[config.mk]
export PLATFORM = sky130hd
export DESIGN_NAME = pe_rr_sched_flat
export DESIGN_NICKNAME = d
export VERILOG_FILES = /design/src/rtl/pe_rr_sched_if.sv /design/src/rtl/pe_rr_sched.sv /design/src/flat_wrapper.sv
export SDC_FILE = /design/constraint.sdc
export NUM_CORES = 1
export LEC_CHECK = 0
export ABC_AREA = 1
export CAP_MARGIN = 15
export CELL_PAD_IN_SITES_DETAIL_PLACEMENT = 1
export CELL_PAD_IN_SITES_GLOBAL_PLACEMENT = 1
export CORE_MARGIN = 4
export CORE_UTILIZATION = 33
export DETAILED_ROUTE_END_ITERATION = 16
export PLACE_DENSITY_LB_ADDON = 0.05
export RECOVER_POWER = 25
export SLEW_MARGIN = 25
export SYNTH_ARGS = -nofsm -noshare
export SYNTH_HDL_FRONTEND = slang
export SYNTH_SLANG_ARGS = --single-unit
[constraint.sdc]
create_clock -name aclk -period 4.3 [get_ports aclk]
set_input_delay 0.645 -clock aclk [delete_from_list [all_inputs] [get_ports aclk]]
set_output_delay 0.645 -clock aclk [all_outputs]
set_load 0.005 [all_outputs]
[src/rtl/pe_rr_sched_if.sv]
// Handshake bundle between the requesters, the round-robin scheduler and the shared PE controller.
// The scheduler takes the slave modport; the requester/PE side (or a bench) takes the master modport.
interface pe_rr_sched_if #(
   parameter int NUM_REQ     = 4,
   parameter int VECTOR_SIZE = 16,
   parameter int L_RAM_SIZE  = 4,
   parameter int ADDR_W      = 16
);
   logic [NUM_REQ-1:0]        req;
   logic [NUM_REQ*ADDR_W-1:0] req_base;
   logic [NUM_REQ-1:0]        gnt;
   logic [NUM_REQ-1:0]        resp_valid;
   logic                      resp_err;
   logic [VECTOR_SIZE-1:0]    resp_data;
   logic                      busy;
   logic                      pe_start;
   logic                      pe_done;
   logic                      pe_aresetn;
   logic [L_RAM_SIZE:0]       pe_rdaddr;
   logic [ADDR_W-1:0]         mem_addr;
   logic [VECTOR_SIZE-1:0]    pe_wrdata;

   modport slave (
      input  req, req_base, pe_done, pe_rdaddr, pe_wrdata,
      output gnt, resp_valid, resp_err, resp_data, busy,
             pe_start, pe_aresetn, mem_addr
   );

   modport master (
      output req, req_base, pe_done, pe_rdaddr, pe_wrdata,
      input  gnt, resp_valid, resp_err, resp_data, busy,
             pe_start, pe_aresetn, mem_addr
   );
endinterface

[src/rtl/pe_rr_sched.sv]
// Round-robin scheduler sharing one start/done PE controller between NUM_REQ requesters,
// with base-address relocation of the PE read address and a watchdog that aborts a hung PE.
module pe_rr_sched #(
   parameter int NUM_REQ     = 4,
   parameter int VECTOR_SIZE = 16,
   parameter int L_RAM_SIZE  = 4,
   parameter int ADDR_W      = 16,
   parameter int TIMEOUT     = 1023
) (
   input  logic          aclk,
   input  logic          aresetn,
   pe_rr_sched_if.slave  bus
);
   localparam int IDX_W = $clog2(NUM_REQ);
   localparam int PW    = IDX_W + 1;
   localparam int WD_W  = $clog2(TIMEOUT + 1);

   localparam logic [2:0] S_IDLE  = 3'd0;
   localparam logic [2:0] S_START = 3'd1;
   localparam logic [2:0] S_BUSY  = 3'd2;
   localparam logic [2:0] S_RESP  = 3'd3;
   localparam logic [2:0] S_ABORT = 3'd4;

   logic [2:0]             r_state;
   logic [IDX_W-1:0]       r_idx;
   logic [IDX_W-1:0]       r_ptr;
   logic [ADDR_W-1:0]      r_base;
   logic [WD_W-1:0]        r_wd;
   logic                   r_abort_cnt;
   logic                   r_resp_err;
   logic [VECTOR_SIZE-1:0] r_resp_data;

   logic                   w_found;
   logic [IDX_W-1:0]       w_sel;
   logic [ADDR_W-1:0]      w_sel_base;
   logic [NUM_REQ-1:0]     w_idx_oh;
   logic                   w_wd_exp;

   // Sum of two in-range indices folded back into 0..NUM_REQ-1.
   function automatic logic [IDX_W-1:0] wrap_idx(input logic [PW-1:0] v);
      if (v >= PW'(NUM_REQ))
         return IDX_W'(v - PW'(NUM_REQ));
      return IDX_W'(v);
   endfunction

   function automatic logic [ADDR_W-1:0] reloc_addr(input logic [ADDR_W-1:0] base,
                                                    input logic [L_RAM_SIZE:0] offs);
      return base + ADDR_W'(offs);
   endfunction

   // First pending request at or after the round-robin pointer.
   always_comb begin
      w_found = 1'b0;
      w_sel   = '0;
      for (int k = 0; k < NUM_REQ; k++) begin
         if (!w_found && bus.req[wrap_idx({1'b0, r_ptr} + PW'(k))]) begin
            w_found = 1'b1;
            w_sel   = wrap_idx({1'b0, r_ptr} + PW'(k));
         end
      end
   end

   always_comb begin
      w_sel_base = '0;
      for (int i = 0; i < NUM_REQ; i++)
         if (w_sel == IDX_W'(i))
            w_sel_base = bus.req_base[i*ADDR_W +: ADDR_W];
   end

   always_comb begin
      w_idx_oh        = '0;
      w_idx_oh[r_idx] = 1'b1;
   end

   assign w_wd_exp = (r_wd == WD_W'(TIMEOUT - 1));

   always_ff @(posedge aclk or negedge aresetn) begin
      if (!aresetn) begin
         r_state     <= S_IDLE;
         r_idx       <= '0;
         r_ptr       <= '0;
         r_wd        <= '0;
         r_abort_cnt <= 1'b0;
         r_resp_err  <= 1'b0;
         r_resp_data <= '0;
      end else begin
         case (r_state)
            S_IDLE: begin
               if (w_found) begin
                  r_idx   <= w_sel;
                  r_state <= S_START;
               end
            end
            S_START: begin
               r_wd    <= '0;
               r_state <= S_BUSY;
            end
            S_BUSY: begin
               r_wd <= r_wd + WD_W'(1);
               // A done arriving on the last watchdog cycle still counts as success.
               if (bus.pe_done) begin
                  r_resp_data <= bus.pe_wrdata;
                  r_resp_err  <= 1'b0;
                  r_state     <= S_RESP;
               end else if (w_wd_exp) begin
                  r_resp_data <= '0;
                  r_abort_cnt <= 1'b0;
                  r_state     <= S_ABORT;
               end
            end
            S_ABORT: begin
               r_abort_cnt <= 1'b1;
               if (r_abort_cnt) begin
                  r_resp_err <= 1'b1;
                  r_state    <= S_RESP;
               end
            end
            S_RESP: begin
               r_ptr   <= wrap_idx({1'b0, r_idx} + PW'(1));
               r_state <= S_IDLE;
            end
            default: r_state <= S_IDLE;
         endcase
      end
   end

   // Base is only meaningful while a service is in flight, so it carries no reset.
   always_ff @(posedge aclk) begin
      if (r_state == S_IDLE && w_found)
         r_base <= w_sel_base;
   end

   assign bus.gnt        = (r_state != S_IDLE) ? w_idx_oh : '0;
   assign bus.resp_valid = (r_state == S_RESP) ? w_idx_oh : '0;
   assign bus.resp_err   = r_resp_err;
   assign bus.resp_data  = r_resp_data;
   assign bus.busy       = (r_state != S_IDLE);
   assign bus.pe_start   = (r_state == S_START);
   assign bus.pe_aresetn = aresetn & (r_state != S_ABORT);
   assign bus.mem_addr   = (r_state == S_START || r_state == S_BUSY)
                           ? reloc_addr(r_base, bus.pe_rdaddr) : '0;

endmodule

[src/flat_wrapper.sv]
// flat-port wrapper written by rule: the top's interface ports become plain ports
module pe_rr_sched_flat 
#(
   parameter int NUM_REQ     = 4,
   parameter int VECTOR_SIZE = 16,
   parameter int L_RAM_SIZE  = 4,
   parameter int ADDR_W      = 16,
   parameter int TIMEOUT     = 1023
)
  (aclk, aresetn, bus_req, bus_req_base, bus_pe_done, bus_pe_rdaddr, bus_pe_wrdata, bus_gnt, bus_resp_valid, bus_resp_err, bus_resp_data, bus_busy, bus_pe_start, bus_pe_aresetn, bus_mem_addr);
  pe_rr_sched_if #(.NUM_REQ(NUM_REQ), .VECTOR_SIZE(VECTOR_SIZE), .L_RAM_SIZE(L_RAM_SIZE), .ADDR_W(ADDR_W)) bus_i ();
  input  logic aclk;
  input  logic aresetn;
  input wire logic [$bits(bus_i.req)-1:0] bus_req;
  input wire logic [$bits(bus_i.req_base)-1:0] bus_req_base;
  input wire logic [$bits(bus_i.pe_done)-1:0] bus_pe_done;
  input wire logic [$bits(bus_i.pe_rdaddr)-1:0] bus_pe_rdaddr;
  input wire logic [$bits(bus_i.pe_wrdata)-1:0] bus_pe_wrdata;
  output wire logic [$bits(bus_i.gnt)-1:0] bus_gnt;
  output wire logic [$bits(bus_i.resp_valid)-1:0] bus_resp_valid;
  output wire logic [$bits(bus_i.resp_err)-1:0] bus_resp_err;
  output wire logic [$bits(bus_i.resp_data)-1:0] bus_resp_data;
  output wire logic [$bits(bus_i.busy)-1:0] bus_busy;
  output wire logic [$bits(bus_i.pe_start)-1:0] bus_pe_start;
  output wire logic [$bits(bus_i.pe_aresetn)-1:0] bus_pe_aresetn;
  output wire logic [$bits(bus_i.mem_addr)-1:0] bus_mem_addr;
  assign bus_i.req = bus_req;
  assign bus_i.req_base = bus_req_base;
  assign bus_i.pe_done = bus_pe_done;
  assign bus_i.pe_rdaddr = bus_pe_rdaddr;
  assign bus_i.pe_wrdata = bus_pe_wrdata;
  assign bus_gnt = bus_i.gnt;
  assign bus_resp_valid = bus_i.resp_valid;
  assign bus_resp_err = bus_i.resp_err;
  assign bus_resp_data = bus_i.resp_data;
  assign bus_busy = bus_i.busy;
  assign bus_pe_start = bus_i.pe_start;
  assign bus_pe_aresetn = bus_i.pe_aresetn;
  assign bus_mem_addr = bus_i.mem_addr;
  pe_rr_sched #(.NUM_REQ(NUM_REQ), .VECTOR_SIZE(VECTOR_SIZE), .L_RAM_SIZE(L_RAM_SIZE), .ADDR_W(ADDR_W), .TIMEOUT(TIMEOUT)) u_core (.aclk(aclk), .aresetn(aresetn), .bus(bus_i));
endmodule
==> metrics <==
Root Driver clkbuf_8; XOR/XNOR Fraction of Synth Area 0.00511; fin. max-slew vios 36; VDD IR-drop max between 0.4 and 0.5 mV; multiplexer share of the synthesized area 0; die height 110 um; synth warn 0; worst relative slew slack -0.277; diode count 0; fmax about 0.25 GHz; setup_tns 0 ns; Initial Util 0.344; Seq cells post-synth 51; clock buffer count from CTS 5; buffer depth of the longest clock path 2; Critical Path Source Type input port; worst skew pair latency about 0.29 ns; CTS Sinks 51; Vias/cell 4.90; gr ovfl total 0; Nets ~700; Buf/Inv on CP 4; global-route wire length before repair around 18000 um; Die W 110 um; critical path class input port to primary output; total track usage 0.182; cell family with most CP delay buffers and inverters; Worst-Margin Slew 1.91 ns; layout cells sized above 1 0.0508; Post-CTS Hold Buffers 0; Avg Cell Area, Syn between 7 and 8 um^2; Final Hold Viols 0; overall die area between 0.01 and 0.015 mm^2; Crit Path Max Fanout 4; Tot Pwr roughly 3.5 mW; Synth Area in Compound Gates 0.107; metal2 WL 5340 um; post-route ant nets 0; IO Port Bufs between 100 and 150; placed cell areas 0.00488 mm^2; Final Cycle Share 0.916; cells after synthesis between 400 and 500; Final min period slightly below 4 ns; mapped cell area ~0.0034 mm^2; endpoint class of the critical path primary output; max cap viols 1; dpl ws 0.297 ns; Placeable Area between 0.009 and 0.01 mm^2; final WL about 11000 um; DP HPWL 8710 um; postcts setup bufs 0; pwr dens just over 700 mW/mm^2; Adder-Cell Fraction of Synth Area 0.0460; Pleak 2.15 nW; DRT met1 WL between 4000 and 5000 um; vias in the first global route around 3.7k; I/O pin count around 140; main combinational cell family by area after synthesis simple AND/OR/NAND/NOR gates; DR WL met3 just under 800 um; initial antenna violation count 0; htree depth 2; hold crit path type register to register; Non-Filler Instances between 700 and 800; final core occ 0.498; row count 36; routability cong. 0.825; RSZ-0062 raised after global routing no; dpl cells between 700 and 800; Required @ worst endpoint roughly 3.7 ns; Simple-Gate Fraction of Synth Area 0.345; CP arrival around 3.3 ns; drt drc 0; run status complete, but fails checks; worst hold slack just over 0.5 ns; via count 3546; Routed WL per cell 14.9 um; pin count of the biggest net entering global routing 36; crit-path max cell delay about 0.46 ns; setup ws final 0.362 ns; cell repeated most along the worst path nand2_1; most frequent cells in the layout clkdlybuf4s50_1, nand2_1, inv_1, nand3_1; top layer in use met4; worst-path cell chain clkdlybuf4s50_1 -> ha_1 -> inv_1 -> fa_1 -> inv_1 -> nand3_1 -> nand2_1 -> nand2_1 -> a21boi_0 -> nand2_1 -> nor2_2 -> nand2_1 -> o21ai_0 -> nor2_1 -> clkdlybuf4s50_1; post-synth cell types 38; Final Cell Area slightly below 0.005 mm^2; failing checks max-capacitance violations, max-slew violations; drt first pass iters 4; commonest non-fill, non-tap cell in the layout clkdlybuf4s50_1; syn_nets 564; clock tree from TritonCTS built; Reg clk slew, reported paths about 0.09 ns; final count of negative-setup-slack endpoints 0; drt initial violations 93; Layout area overhead 44.6%; clock skew approximately 0.0057 ns; sequential-to-total area share from yosys stat 0.396; CP max stage cell clkdlybuf4s50_1
-- tightest hold or removal path, stage by stage (launching register included) --
cell	delay [ns]
dfrtp_1	0.36
nand2_1	0.05
o21ai_0	0.06
-- registers in the layout, indices dropped and copies added, names as in the netlist --
signal and cells:
u_core.r_ptr 2, u_core.r_base 16, u_core.bus.resp_err 1, u_core.bus.resp_data 16, u_core.r_state 3, u_core.r_abort_cnt 1
u_core.r_idx 2, u_core.r_wd 10
-- area by class of cell --
cell class,count,area [um^2]
Fill cell,1240,5000
Tap cell,133,166
Sequential cell,51,1360
Timing Repair Buffer,138,1370
Inverter,69,259
Multi-Input combinational cell,326,1730
Clock buffer,7,76.3
-- final timing paths --
path	from	end	slack, ns	depth (start not counted)
hold / removal	u_core.bus.resp_err	u_core.bus.resp_err	0.51	2
min in group asynchronous	aresetn	u_core.bus.resp_data[8]	1.46	2
max in group asynchronous	aresetn	u_core.r_abort_cnt	1.73	2
setup / recovery	bus_pe_rdaddr[0]	bus_mem_addr[12]	0.36	15
setup reg to reg	u_core.r_ptr[0]	u_core.r_base[0]	1.44	9
hold reg to reg	u_core.bus.resp_err	u_core.bus.resp_err	0.51	2
-- cell usage after synthesis --
library cell,number,area share
nand2_8,1,0.0058
a21boi_1,1,0.0022
a22oi_1,1,0.0022
nor4_1,1,0.0018
xor2_1,1,0.0026
inv_1,66,0.072
o21ai_2,1,0.0026
nor3_1,5,0.0073
o21ai_1,1,0.0015
a21oi_2,1,0.0026
nand2_2,5,0.0091
nor2_8,1,0.0058
buf_6,2,0.0066
inv_2,3,0.0033
buf_4,3,0.0066
o31ai_1,2,0.0044
nand2_1,103,0.11
clkbuf_1,3,0.0033
ha_1,11,0.040
nand2_4,3,0.0099
nor2_4,2,0.0066
buf_2,6,0.0088
nand4_1,38,0.069
a31oi_1,2,0.0036
edfxtp_1,16,0.14
nor2_1,36,0.039
fa_1,1,0.0058
o21ai_0,38,0.055
nand3b_1,1,0.0022
o22ai_1,2,0.0036
a21boi_0,1,0.0022
xnor2_1,1,0.0026
o211ai_1,1,0.0022
a21oi_1,17,0.025
nor2_2,2,0.0036
nand3_1,43,0.063
dfrtp_1,35,0.26
nand3_2,3,0.0088
-- power by group --
group          switching (mW)  internal (mW)  leakage, nW
sequential              0.175          0.804        0.598
combinational            1.38          0.924         1.52
clock                   0.149          0.113       0.0383
-- logic make-up after synthesis --
group                      count (synthesis)
and+or+nand+nor                          244
buffers and inverters                     83
AOI/OAI and AO/OA                         68
DFF                                       51
adders and majority gates                 12
xor gates and xnor gates                   2
-- what timing repair did --
action / 4_1_cts / 5_1_grt
resized for setup: 0 / 1
hold endpoints to repair: 0 / 0
setup endpoints to repair: 0 / 1
-- routing by layer --
layer,vias up,GRT usage
li1,1798,-
met1,1635,0.227
met2,107,0.322
met3,6,0.0440
met4,0,0.0338
met5,-,0
Power figures use the tool's default switching activity.
